[src/rtl/fm_cmn_pkg.sv]
// fm_cmn_pkg: constants shared by the fm_cmn buffering blocks.
//   OQ_DEPTH   output-queue entries behind the block RAM
//   cnt_width  width of an occupancy count for a RAM of 2**range entries
//   ERR_*      bit positions of the individual error sources
package fm_cmn_pkg;

  localparam int unsigned OQ_DEPTH = 2;

  localparam int unsigned ERR_OVF = 0;
  localparam int unsigned ERR_UDF = 1;
  localparam int unsigned ERR_NUM = 2;

  // RAM count reaches 2**range, plus in-flight word and output queue
  function automatic int unsigned cnt_width(input int unsigned range);
    return range + 2;
  endfunction

endpackage

[src/rtl/fm_cmn_bram_02.sv]
// fm_cmn_bram_02: simple dual-port block RAM.
// Port A writes (read-first on doa), port B reads with 1-cycle registered
// latency; a same-address write on A returns the old word on B.
module fm_cmn_bram_02 #(
  parameter int unsigned P_WIDTH = 32,
  parameter int unsigned P_RANGE = 4
) (
  input  logic               clka,
  input  logic               wea,
  input  logic [P_RANGE-1:0] addra,
  input  logic [P_WIDTH-1:0] dia,
  output logic [P_WIDTH-1:0] doa,
  input  logic               clkb,
  input  logic [P_RANGE-1:0] addrb,
  output logic [P_WIDTH-1:0] dob
);

  logic [P_WIDTH-1:0] mem [1 << P_RANGE];

  // port A: write, registered read-first readback
  always_ff @(posedge clka) begin
    if (wea) mem[addra] <= dia;
    doa <= mem[addra];
  end

  // port B: registered read
  always_ff @(posedge clkb) begin
    dob <= mem[addrb];
  end

endmodule

[src/rtl/fm_cmn_bfifo.sv]
// fm_cmn_bfifo: single-clock show-ahead FIFO built on fm_cmn_bram_02 with a
// 2-entry output queue giving a valid/ack head interface at 1 word/cycle.
// Optional build macro FM_CMN_BFIFO_ERR_EN enables the sticky o_err flag
// (overflow write or underflow ack); otherwise o_err is tied low.
module fm_cmn_bfifo
  import fm_cmn_pkg::*;
#(
  parameter int unsigned P_WIDTH = 32,
  parameter int unsigned P_RANGE = 4
) (
  input  logic                           clk_core,
  input  logic                           rst_core,
  input  logic                           i_wr,
  input  logic [P_WIDTH-1:0]             i_wdt,
  output logic                           o_full,
  output logic                           o_valid,
  output logic [P_WIDTH-1:0]             o_dt,
  input  logic                           i_ack,
  output logic [cnt_width(P_RANGE)-1:0]  o_count,
  output logic                           o_err
);

  localparam int unsigned P_DEPTH = 1 << P_RANGE;
  localparam int unsigned RW      = P_RANGE;
  localparam int unsigned MW      = P_RANGE + 1;
  localparam int unsigned CW      = cnt_width(P_RANGE);
  localparam logic [MW-1:0] L_FULL = MW'(P_DEPTH);
  localparam logic [2:0]    L_OQD  = 3'(OQ_DEPTH);

  logic [RW-1:0]      wptr;
  logic [RW-1:0]      rptr;
  logic [MW-1:0]      mem_cnt;
  logic [MW-1:0]      mem_cnt_nx;
  logic               full_q;
  logic               fetch_pend;
  logic [1:0]         oq_cnt;
  logic [P_WIDTH-1:0] oq_0;
  logic [P_WIDTH-1:0] oq_1;
  logic [P_WIDTH-1:0] dob;
  logic               wr_ok;
  logic               pop;
  logic               fetch;
  logic [2:0]         occ;

  assign wr_ok = i_wr & ~full_q;
  assign pop   = i_ack & o_valid;

  // Fetch only when the word will have a queue slot on return, counting
  // the word already in flight and the slot freed by this cycle's pop.
  assign occ   = {1'b0, oq_cnt} + {2'b00, fetch_pend};
  assign fetch = (mem_cnt != '0) && (occ < (L_OQD + {2'b00, pop}));

  assign mem_cnt_nx = mem_cnt + MW'(wr_ok) - MW'(fetch);

  fm_cmn_bram_02 #(
    .P_WIDTH (P_WIDTH),
    .P_RANGE (P_RANGE)
  ) u_bram (
    .clka  (clk_core),
    .wea   (wr_ok),
    .addra (wptr),
    .dia   (i_wdt),
    .doa   (),
    .clkb  (clk_core),
    .addrb (rptr),
    .dob   (dob)
  );

  // pointers, RAM occupancy, full flag and fetch-in-flight marker
  always_ff @(posedge clk_core) begin
    if (rst_core) begin
      wptr       <= '0;
      rptr       <= '0;
      mem_cnt    <= '0;
      full_q     <= 1'b0;
      fetch_pend <= 1'b0;
    end else begin
      if (wr_ok) wptr <= wptr + RW'(1);
      if (fetch) rptr <= rptr + RW'(1);
      mem_cnt    <= mem_cnt_nx;
      full_q     <= (mem_cnt_nx == L_FULL);
      fetch_pend <= fetch;
    end
  end

  // output queue: returned RAM word pushed at tail, head popped on ack
  always_ff @(posedge clk_core) begin
    if (rst_core) begin
      oq_cnt <= '0;
      oq_0   <= '0;
      oq_1   <= '0;
    end else begin
      case ({fetch_pend, pop})
        2'b01: begin
          oq_0   <= oq_1;
          oq_cnt <= oq_cnt - 2'd1;
        end
        2'b10: begin
          if (oq_cnt == 2'd0) oq_0 <= dob;
          else                oq_1 <= dob;
          oq_cnt <= oq_cnt + 2'd1;
        end
        2'b11: begin
          if (oq_cnt == 2'd1) begin
            oq_0 <= dob;
          end else begin
            oq_0 <= oq_1;
            oq_1 <= dob;
          end
        end
        default: ;
      endcase
    end
  end

  assign o_full  = full_q;
  assign o_valid = (oq_cnt != 2'd0);
  assign o_dt    = oq_0;
  assign o_count = CW'(mem_cnt) + CW'(fetch_pend) + CW'(oq_cnt);

`ifdef FM_CMN_BFIFO_ERR_EN
  logic [ERR_NUM-1:0] err_q;
  logic [ERR_NUM-1:0] err_set;

  // classify this cycle's protocol violations
  always_comb begin
    err_set          = '0;
    err_set[ERR_OVF] = i_wr & full_q;
    err_set[ERR_UDF] = i_ack & ~o_valid;
  end

  // sticky error sources, cleared only by reset
  always_ff @(posedge clk_core) begin
    if (rst_core) err_q <= '0;
    else          err_q <= err_q | err_set;
  end

  assign o_err = |err_q;
`else
  assign o_err = 1'b0;
`endif

endmodule

[config.mk]
export PLATFORM = sky130hd
export DESIGN_NAME = fm_cmn_bfifo
export DESIGN_NICKNAME = d
export VERILOG_FILES = /design/src/rtl/fm_cmn_pkg.sv /design/src/rtl/fm_cmn_bram_02.sv /design/src/rtl/fm_cmn_bfifo.sv
export SDC_FILE = /design/constraint.sdc
export NUM_CORES = 1
export LEC_CHECK = 0
export BUFFER_PORTS_ARGS = -buffer_cell sky130_fd_sc_hd__buf_2
export CORE_ASPECT_RATIO = 1.4
export CORE_MARGIN = 2
export CORE_UTILIZATION = 40
export DETAILED_ROUTE_END_ITERATION = 8
export PLACE_DENSITY = 0.55
export SYNTH_ARGS = -nofsm -noshare
export SYNTH_HDL_FRONTEND = slang
export SYNTH_SLANG_ARGS = --single-unit
export TNS_END_PERCENT = 5
[constraint.sdc]
create_clock -name clk_core -period 4.3 [get_ports clk_core]
set_input_delay 0.215 -clock clk_core [delete_from_list [all_inputs] [get_ports clk_core]]
set_output_delay 0.215 -clock clk_core [all_outputs]
set_load 0.01 [all_outputs]
==> qor.csv, run 1 <==
metric;value;unit
start_util;40.25;%
grt_pass1_wl;77880;um
grt_max_degree;65;
whs;0.1849;ns
tritoncts;done;
dieArea;60540;um2
skew;0.01727;ns
worstSkewPairLatency;0.60;ns
synth.distinct_cells;40;
design.core.area;58200;um2
vdd_ir_drop_max;0.4164;mV
grt_pass1_vias;12170;
max-cap-violations;0;
wl_per_cell;23.65;um
synthAdderAreaFrac;1.325;%
clk_pin_slew;0.06;ns
p_sw_share;27.60;%
clock_sinks;625;
multi_input_area;5495;um2
io_buffers;75;
yosys.area_share.simple;3.237;%
nets;1439;
fin_crit;3.599;ns
synth-edff-count;512;
power_frac_seq;46.9;%
power_frac_comb;21.0;%
rsz0062_at_grt;false;
leakagePower;0.008845;uW
synthMuxAreaShare;12.39;%
io_pins;77;
synth_compound_area_share;5.352;%
p_int;11840;uW
critPathArrivalTime;4.05;ns
syn_nets;1307;
fillers;4949;
seq_area;17640;um2
synth_top_family_by_area;multiplexers;
period_share;83.69;%
synth_area_leader_cell;edfxtp_1;
place.gp.congestion;0.7265;
drive_gt1_share;25.54;%
relSlewSlack;23.15;%
synth_top_area_share;65.64;%
synth-xor-area-share;0.4487;%
setup_tns;0;ns
cts_buffers;57;
crit_required;4.75;ns
clockBufferDepth;3;
vias;11680;
antenna_found_initial;4;
globalRouteTotalUtil;17.18;%
die_w;208.5;um
synth.most_common_cell;edfxtp_1;
clkPwrFrac;32.1;%
end_kind;flop;
drt-initial-drc-count;947;
cts_max_level;2;
drt-total-wl;51550;um
syn_avg_cell_area;18.77;um2
row_count;105;
syn_inst;1248;
overflow;0;
yosys_warnings;0;
setup_viol;0;
post_cts_resized;0;
path_max_fanout;6;
criticalPathCategory;reg2reg;
crit_path_start_kind;flop;
status;finished, final reports clean;
synth_flop_cell;edfxtp_1;
max_slew.worst_pin.slew;1.150;ns
dr.pass1.iters;5;
ys_seq_area_share;75.30;%
hold_class;in2reg;
vias_per_cell;5.356;
p_sw;4514;uW
syn_to_final_growth;15.96;%
synth_area;23420;um2
cts_hold_buf;32;
synthArstFlopShare;0;%
max_freq;277.9;MHz
synth_commonest_cells;edfxtp_1 (512), mux4_2 (128), dfxtp_1 (113);
hold_viol;0;
synth_seq_cells;625;
die_h;290.3;um
cts_root_buf;clkbuf_16;
powerDensity;602.2;nW/um2
place_hpwl;28680;um
drv_slew;0;
synthTopCellsByArea;edfxtp_1 (66%), mux4_2 (12%), dfxtp_1 (9.7%), a22oi_1 (3.1%), nand2_1 (1.6%);
cts_setup_buffers;0;
drc;0;
final_util;46.67;%
postRouteAntennaNets;0;
## metal layers
layer,global-route usage (%),wire (um)
met1,23.25,22670
met4,4.141,932
met5,0,13
met3,2.388,1929
met2,29.46,26000
## worst max-delay path, cell delays in order (launching register included)
cell	delay, ns
dfxtp_1	0.42
inv_1	0.10
ha_1	0.24
or3b_1	0.44
a211oi_4	0.42
ha_1	0.30
inv_1	0.05
ha_1	0.15
inv_1	0.06
fa_1	0.42
nand2b_1	0.16
a21oi_1	0.16
o21ai_0	0.12
a2111oi_0	0.42
## path summary, 6_finish.rpt
path	from	to	slack, ns	cells after the start
setup / recovery	oq_cnt[1]	o_full	0.70	13
hold reg to reg	oq_1[14]	oq_1[14]	0.45	2
setup reg to reg	oq_cnt[1]	o_full	0.70	13
hold / removal	rst_core	mem_cnt[1]	0.18	2
## logic make-up after synthesis
| logic type | count (synthesis) |
|---|---|
| DFF | 625 |
| and+or+nand+nor | 185 |
| AOI/OAI and AO/OA | 178 |
| muxes | 130 |
| buffers and inverters | 94 |
| adders and majority gates | 23 |
| xor gates and xnor gates | 12 |
| other | 1 |
## layout by cell type, fill, tap and decap left out, types with 4 or more instances in the layout
master and n:
nor2_1 47, bufinv_16 6, a21oi_1 38, a22oi_1 97, dlygate4sd3_1 32, nor2b_1 5, edfxtp_1 512, clkbuf_1 15
buf_2 75, clkbuf_8 7, clkbuf_16 60, nand2b_1 5, clkinv_2 8, buf_4 38, a211oi_1 32, inv_1 18
nand2_1 102, dfxtp_1 111, clkinvlp_4 6, xnor2_1 5, nor3_2 4, mux4_2 128, xor2_1 7, ha_1 20
nor2_4 13
## power groups by stage
stage | clock, uW | sequential (uW) | combinational (uW)
after global placement | 0 | 7800 | 3440
after CTS | 5380 | 7680 | 3520
after detailed placement | 0 | 7810 | 3480
final | 5250 | 7670 | 3440
after global routing | 5600 | 7750 | 3830
after floorplan | 0 | 7620 | 2580
## through the flow
stage	total power (uW)	std cells	cell area, um2	setup WS [ns]
after CTS	16580	2178	27160	0.6786
after global routing	17180	2180	27160	0.3847
after global placement	11240	2038	24870	0.8981
after floorplan	10200	1248	23420	0.7520
after detailed placement	11300	2038	24870	0.7073
final	16360	2180	27160	0.7015
## registers in the layout (all words and copies together), names as in the netlist
name        flops
wptr            4
oq_cnt          2
o_dt           32
u_bram.mem    512
oq_1           32
u_bram.dob     32
rptr            4
o_full          1
mem_cnt         5
fetch_pend      1
## cell type report
| type | count | area share (%) |
|---|---|---|
| antenna | 2 | 0.01843 |
| multi-input combinational | 529 | 20.23 |
| timing repair buffer | 148 | 3.833 |
| inverter | 19 | 0.2626 |
| tap | 749 | 3.450 |
| sequential | 625 | 64.96 |
| clock inverter | 26 | 1.152 |
| clock buffer | 82 | 6.090 |
No activity file was read; power rests on OpenSTA's default activity.
==> run 2: changes to the inputs <==
==> constraint.sdc (replaced) <==
create_clock -name clk_core -period 3.43 [get_ports clk_core]
set_input_delay 0.1715 -clock clk_core [delete_from_list [all_inputs] [get_ports clk_core]]
set_output_delay 0.1715 -clock clk_core [all_outputs]
set_load 0.01 [all_outputs]
==> run 2 against run 1 <==
  * Clock power grew 25%
  * Total power grew 26%
  * Setup slack lost 0.49 ns
  * Non-clock buffer count grew 17
  * Sequential power grew 24%
  * Count of clock-buffer cells in the layout shrank 13
  * Core utilization grew 0.38 points
  * Cell area grew 0.82%
  * Sequential share of layout area shrank 0.52 points
  * Sequential cell count is the same
  * Critical path type unchanged
  * Critical endpoint unchanged
  * Largest cell class unchanged
==> qor.csv, run 2 (synthesis results as in run 1) <==
metric;value;unit
status;finished, final reports clean;
globalRouteTotalUtil;17.69;%
die_h;290.3;um
clockBufferDepth;3;
dieArea;60540;um2
r2r_start;oq_cnt[0];
clock_sinks;625;
hold_path_end;wptr[2];
drc;0;
io_buffers;75;
power;20600;uW
overflow;0;
leakagePower;0.008962;uW
path_max_fanout;4;
layout_common_cells;edfxtp_1 (512), mux4_2 (128), dfxtp_1 (110), nand2_1 (102), a22oi_1 (97);
io_pins;77;
postRouteAntennaNets;0;
largest_reg_flops;512;
place.gp.congestion;0.7204;
drt-total-wl;53040;um
critPathArrivalTime;3.69;ns
period_share;93.89;%
antenna_found_initial;2;
design.core.area;58200;um2
cts_root_buf;clkbuf_16;
setup_tns;0;ns
criticalPathCategory;reg2reg;
whs;0.1205;ns
skew;0.02243;ns
grt_pass1_vias;12360;
syn_to_final_growth;16.91;%
cts_max_level;2;
vias_per_cell;5.385;
dr.pass1.iters;5;
max_slew.worst_pin.slew;1.108;ns
place_hpwl;30680;um
grt_max_degree;61;
layout_commonest_cell;edfxtp_1;
crit_required;3.90;ns
cts_buffers;57;
hold_viol;0;
top_register;u_bram.mem;
relSlewSlack;26.13;%
nets;1456;
final_util;47.05;%
start_util;40.25;%
hold_depth;2;
cts_setup_buffers;0;
tritoncts;done;
worstHoldStart;rst_core;
end_kind;flop;
r2r_cells;13;
vdd_ir_drop_max;0.4868;mV
fillers;4873;
max-cap-violations;0;
wl_per_cell;24.16;um
max_freq;310.5;MHz
drv_slew;0;
reg2reg_slack;0.21;ns
fin_crit;3.220;ns
powerDensity;752.4;nW/um2
die_w;208.5;um
hold_class;in2reg;
clk_pin_slew;0.07;ns
drive_gt1_share;26.78;%
reg2reg_to;o_full;
drt-initial-drc-count;918;
row_count;105;
vias;11820;
worstSkewPairLatency;0.60;ns
setup_viol;0;
rsz0062_at_grt;false;
grt_pass1_wl;79450;um
crit_path_start_kind;flop;
run 2: report_power, final:
group / internal [uW] / switching, uW
Combinational: 2100 / 2410
Sequential: 8990 / 539
Clock: 3830 / 2730
Total: 14900 / 5680
run 2: timing repair:
action | CTS | global route
gates resized for setup | 1 | 5
pin swaps | 0 | 1
hold buffers | 32 | 0
endpoints found under the setup margin | 1 | 1
hold endpoints to repair | 512 | 0
cloned | 0 | 0
run 2: worst max path at each step:
stage / slack (ns) / start / cells after the start / to
6_report: 0.21 / oq_cnt[0] / 13 / o_full
5_1_grt: 0.002 / oq_cnt[0] / 13 / o_full
4_1_cts: 0.01 / oq_cnt[0] / 13 / o_full
3_5_place_dp: -0.01 / oq_cnt[0] / 13 / o_full
3_3_place_gp: 0.16 / oq_cnt[0] / 13 / o_full
2_1_floorplan: -0.09 / o_full / 4 / u_bram.mem[0][0]
run 2: final cells by class:
cell class / count / area, um2 / share of cell area, %
tap: 749 / 937.1 / 3.422
inverter: 19 / 71.32 / 0.2604
multi-input combinational: 529 / 5514 / 20.14
sequential: 625 / 17650 / 64.44
timing repair buffer: 165 / 1256 / 4.587
clock buffer: 69 / 1563 / 5.707
clock inverter: 38 / 394.1 / 1.439
antenna: 1 / 2.502 / 0.009138
run 2: per-stage QoR:
stage          cells  instance area [um2]  setup WS [ns]
2_1_floorplan   1248                23430       -0.08510
3_3_place_gp    2055                25090         0.1579
6_report        2195                27380         0.2097
4_1_cts         2194                27370        0.01144
3_5_place_dp    2055                25090      -0.009588
5_1_grt         2195                27380       0.002277
run 2: critical path: stages, from the launching register on:
cell	delay [ns]
dfxtp_2	0.36
inv_1	0.08
ha_1	0.25
or3b_4	0.41
a211oi_4	0.26
ha_1	0.26
inv_1	0.05
ha_1	0.15
inv_1	0.06
fa_1	0.42
nand2b_1	0.17
a21oi_2	0.15
o21ai_1	0.10
a2111oi_2	0.37
run 2: per-layer routing:
metal | track usage (%) | part of all wire (%) | vias up
li1 | - | - | 5272
met1 | 23.29 | 42 | 6207
met2 | 31.31 | 52 | 274
met3 | 2.194 | 4.4 | 64
met4 | 4.176 | 1.6 | 2
met5 | 0 | 0.021 | -
